$ cat config.mk
export PLATFORM = sky130hd
export DESIGN_NAME = bsg_cgol_ctrl
export DESIGN_NICKNAME = d
export VERILOG_FILES = /design/src/rtl/bsg_cgol_ctrl.sv
export SDC_FILE = /design/constraint.sdc
export NUM_CORES = 1
export LEC_CHECK = 0
export BUFFER_PORTS_ARGS = -buffer_cell sky130_fd_sc_hd__buf_2
export CAP_MARGIN = 25
export CELL_PAD_IN_SITES_DETAIL_PLACEMENT = 1
export CELL_PAD_IN_SITES_GLOBAL_PLACEMENT = 1
export CORE_AREA = 4 4 103 105
export DETAILED_ROUTE_END_ITERATION = 6
export DIE_AREA = 0 0 107 109
export GPL_TIMING_DRIVEN = 0
export PLACE_DENSITY_LB_ADDON = 0.2
export SLEW_MARGIN = 5
export SYNTH_ARGS = -nofsm -noshare
export SYNTH_HDL_FRONTEND = slang
export SYNTH_SLANG_ARGS = --single-unit
$ cat constraint.sdc
create_clock -name clk_i -period 2.8 [get_ports clk_i]
set_input_delay 0.14 -clock clk_i [delete_from_list [all_inputs] [get_ports clk_i]]
set_output_delay 0.14 -clock clk_i [all_outputs]
set_load 0.01 [all_outputs]
$ cat src/rtl/bsg_cgol_ctrl.sv
// bsg_cgol_ctrl: loads a seed board into the cell array, steps it N generations,
// then holds the final board on a valid/yumi output until consumed.
module bsg_cgol_ctrl #(
    parameter  int board_width_p     = 8,
    parameter  int max_game_length_p = 10,
    localparam int cells_lp          = board_width_p * board_width_p,
    localparam int frames_width_lp   = $clog2(max_game_length_p + 1)
) (
    input  logic                       clk_i,
    input  logic                       reset_i,
    input  logic [cells_lp-1:0]        data_i,
    input  logic [frames_width_lp-1:0] frames_i,
    input  logic                       v_i,
    output logic                       ready_o,
    output logic                       en_o,
    output logic                       update_o,
    output logic [cells_lp-1:0]        update_val_o,
    input  logic [cells_lp-1:0]        cells_i,
    output logic [cells_lp-1:0]        data_o,
    output logic                       v_o,
    input  logic                       yumi_i
);
    typedef enum logic [1:0] {eIDLE, eRUN, eDONE} state_e;

    state_e                     r_state, w_state_n;
    logic [frames_width_lp-1:0] r_cnt, w_cnt_n;

    assign update_val_o = data_i;
    assign data_o       = cells_i;

    always_ff @(posedge clk_i) begin
        if (reset_i) begin
            r_state <= eIDLE;
            r_cnt   <= '0;
        end else begin
            r_state <= w_state_n;
            r_cnt   <= w_cnt_n;
        end
    end

    // Handshake outputs are gated by reset so nothing leaks out in the reset cycle.
    always_comb begin
        w_state_n = r_state;
        w_cnt_n   = r_cnt;
        ready_o   = 1'b0;
        en_o      = 1'b0;
        update_o  = 1'b0;
        v_o       = 1'b0;
        case (r_state)
            eIDLE: begin
                ready_o  = ~reset_i;
                update_o = v_i & ~reset_i;
                if (v_i) begin
                    w_cnt_n   = frames_i;
                    w_state_n = (frames_i == '0) ? eDONE : eRUN;
                end
            end
            eRUN: begin
                en_o      = ~reset_i;
                w_cnt_n   = (r_cnt != '0) ? r_cnt - frames_width_lp'(1) : '0;
                w_state_n = (r_cnt == frames_width_lp'(1)) ? eDONE : eRUN;
            end
            eDONE: begin
                v_o       = ~reset_i;
                w_state_n = yumi_i ? eIDLE : eDONE;
            end
            default: w_state_n = eIDLE;
        endcase
    end

    always_ff @(posedge clk_i)
        if (!reset_i && r_state == eIDLE && v_i)
            assert (frames_i <= frames_width_lp'(max_game_length_p));
endmodule

==> flow_summary.yaml <==
logic_synthesis:
  synth.net_count: 317
  post_synth_xor_area_fraction_pct: 0
  synth_top_area_share_pct: 72.11
  synthSimpleGateAreaFrac_pct: 11.17
  yosysWarningCount: 0
  ys_top_cells_by_area: "buf_4 72%, dfxtp_1 9.0%, nor2_1 3.1%, a21oi_1 1.9%, nor3_1 1.9%"
  synth_cell_types: 22
  synth.area.mux_share_pct: 0
  syn_avg_cell_area_sq_um: 7.362
  synth_compound_area_share_pct: 5.915
  synth_top_family_by_area: "buffers and inverters"
  ys_seq_elements: 6
  synth_fa_ha_area_share_pct: 0
  syn_inst: 181
  yosysTopAreaCell: "buf_4"
  syn_area_sq_mm: 0.001333
  synth_seq_area_share_pct: 9.014
global_route:
  grt_pass1_wl_um: 6975
  use_met3_pct: 4.737
  grt_max_degree: 11
  first_global_vias: 1453
  gr-max-usage-layer: "met2"
  antenna_found_initial: 1
  use_met2_pct: 14.03
  grt_util_met1_pct: 6.873
  grt_usage_pct: 7.575
  grt_overflow: 0
detailed_routing:
  via_count: 1548
  wl_per_cell_um: 11.73
  wl_um: 5337
  ant_nets: 0
  vias_per_cell: 3.402
  drtIter0Drc: 28
  drcViolationCount: 0
  dr.pass1.iters: 4
layout:
  fin_area_sq_mm: 0.002231
  fin_nets: 460
  n_antenna_cell: 0
  drive_gt1_share_pct: 84.78
  area_delta_synth_final_pct: 67.42
clock_network:
  clockRootBuffer: "clkbuf_8"
  clk_pin_slew_ns: 0.04
  cts_inserted_buffers: 3
  cts-hold-fix-buffers: 0
  cts_max_path_buffers: 2
  cts_tree: "built"
  clock_sinks: 6
  post_cts_buffers: 0
  htree_levels: 1
  ctsResizeCount: 0
  clock_latency_ns: 0.23
run_status:
  outcome: "complete, no violations"
critical_path:
  path_delay_family: "buffers and inverters"
  critPathRequiredTime_ns: 2.66
  r2r-start: "r_state[1]"
  crit_path_max_incr_delay_ns: 0.38
  crit_start: "r_state[1]"
  critPathMaxFanout: 10
  cp_slowest_cell: "clkbuf_1"
  end_kind: "output pin"
  path_cells: "clkbuf_1 -> nor2_1 -> nand2_1 -> nor2_1 -> buf_2"
  crit_top_cell: "nor2_1"
  cp.arrival_ns: 1.41
  critPathLaunchType: "flip-flop"
  crit_type: "flip-flop to output pin"
  path_buf_inv: 2
sta:
  drv_slew: 0
  rsz0062_at_grt: "no"
  finalSetupViolations: 0
  hold_viol: 0
  final.setup.tns_ns: 0
  fmax_mhz: 643.5
  finalCriticalPeriod_ns: 1.554
  whs_ns: 0.2339
  max_slew_margin_pct: 64.19
  finalCritPeriodShare_pct: 55.50
  finClkSkew_ns: 0.005286
  worstMarginPinSlew_ns: 0.5372
  setup_ws_ns: 1.246
floorplan:
  dieArea_sq_mm: 0.01166
  coreArea_sq_mm: 0.009639
  ios: 268
  fp-row-count: 36
  initial_core_util_pct: 13.82
  fp.dieW_um: 107
  die_h_um: 109
placed_design:
  postPlaceCellArea_sq_mm: 0.002190
  routabilityCongestion: 0.6680
  hpwl_um: 4942
  io_buffers: 138
  place_ws_ns: 1.486
pwr:
  power_density_mw_per_mm2: 264.5
  ir_drop_uv: 126.7
  leakage_uw: 0.001317
worst_hold_path:
  worstHoldPathType: "input port to flip-flop"
  holdCritStartpoint: "frames_i[3]"
job:
  drv_cap: 0
[metal layers]
metal	wire (um)	share of wire, %
met1	1482	28
met2	2832	53
met3	953	18
met4	55	1.0
met5	13	0.24
[final cells by class]
cell class	instances	area, sq um
repair buffers	138	690.7
clock buffers	3	41.29
fillers	1232	7408
plain buffers	131	973.4
inverters	3	11.26
well taps	133	166.4
flip-flops and latches	6	120.1
multi-input cells	41	227.7
[path summary, 6_finish.rpt]
| kind | to | slack [ns] | cells past startpoint |
|---|---|---|---|
| worst max-delay path | update_o | 1.25 | 5 |
| worst min register to register | r_cnt[3] | 0.52 | 2 |
| worst min-delay path | r_cnt[3] | 0.23 | 3 |
| worst max register to register | r_state[1] | 1.51 | 5 |
[power breakdown]
part	internal, uW	switching [uW]
combinational	203	148
clock	92.8	42.0
sequential	94.8	9.44
[worst reg2reg max path: cells and delay by family (launching register included)]
| kind | cells | cell delay [ns] |
|---|---|---|
| flip-flops | 1 | 0.33 |
| buffers and inverters | 1 | 0.38 |
| AO/OA/AOI/OAI | 1 | 0.16 |
| AND/OR/NAND/NOR | 3 | 0.28 |
[sequential cells by signal, summed over array words and instances (netlist names)]
register  cells
r_state       2
r_cnt         4
[cells in the final DEF, fill, tap and decap left out, drive strengths merged]
master	n
clkbuf	5
dfxtp	6
a21oi	5
nand2b	1
nand2	2
nor2	11
o22ai	1
or2b	1
nand3b	2
a31oi	2
a32oi	1
o221a	1
nor4	3
buf	267
nor2b	1
nor3	6
inv	3
or4b	1
o21ai	3
[cell usage after synthesis, drive strengths merged]
cell type and instances:
a21oi 5, a31oi 2, a32oi 1, buf 129, clkbuf 2, dfxtp 6, inv 3, nand2 2
nand2b 1, nand3b 2, nor2 11, nor2b 1, nor3 6, nor4 3, o21ai 3, o221a 1
o22ai 1, or2b 1, or4b 1
[stage by stage]
| step | power, uW | utilization, % | cells |
|---|---|---|---|
| 2_1_floorplan | 341.7 | - | 181 |
| 3_3_place_gp | 459.2 | 22.72 | 452 |
| 3_5_place_dp | 462.1 | 22.72 | 452 |
| 4_1_cts | 598.8 | 23.14 | 455 |
| 5_1_grt | 629.5 | 23.14 | 455 |
| 6_report | 590.0 | 23.14 | 455 |
[cells by family (layout without fill, tap and decap cells)]
family                 after synthesis  after routing
AO/OA/AOI/OAI                       13             13
buffers and inverters              134            275
flip-flops                           6              6
AND/OR/NAND/NOR                     28             28
Note: power is estimated with default switching activity, not from simulation.
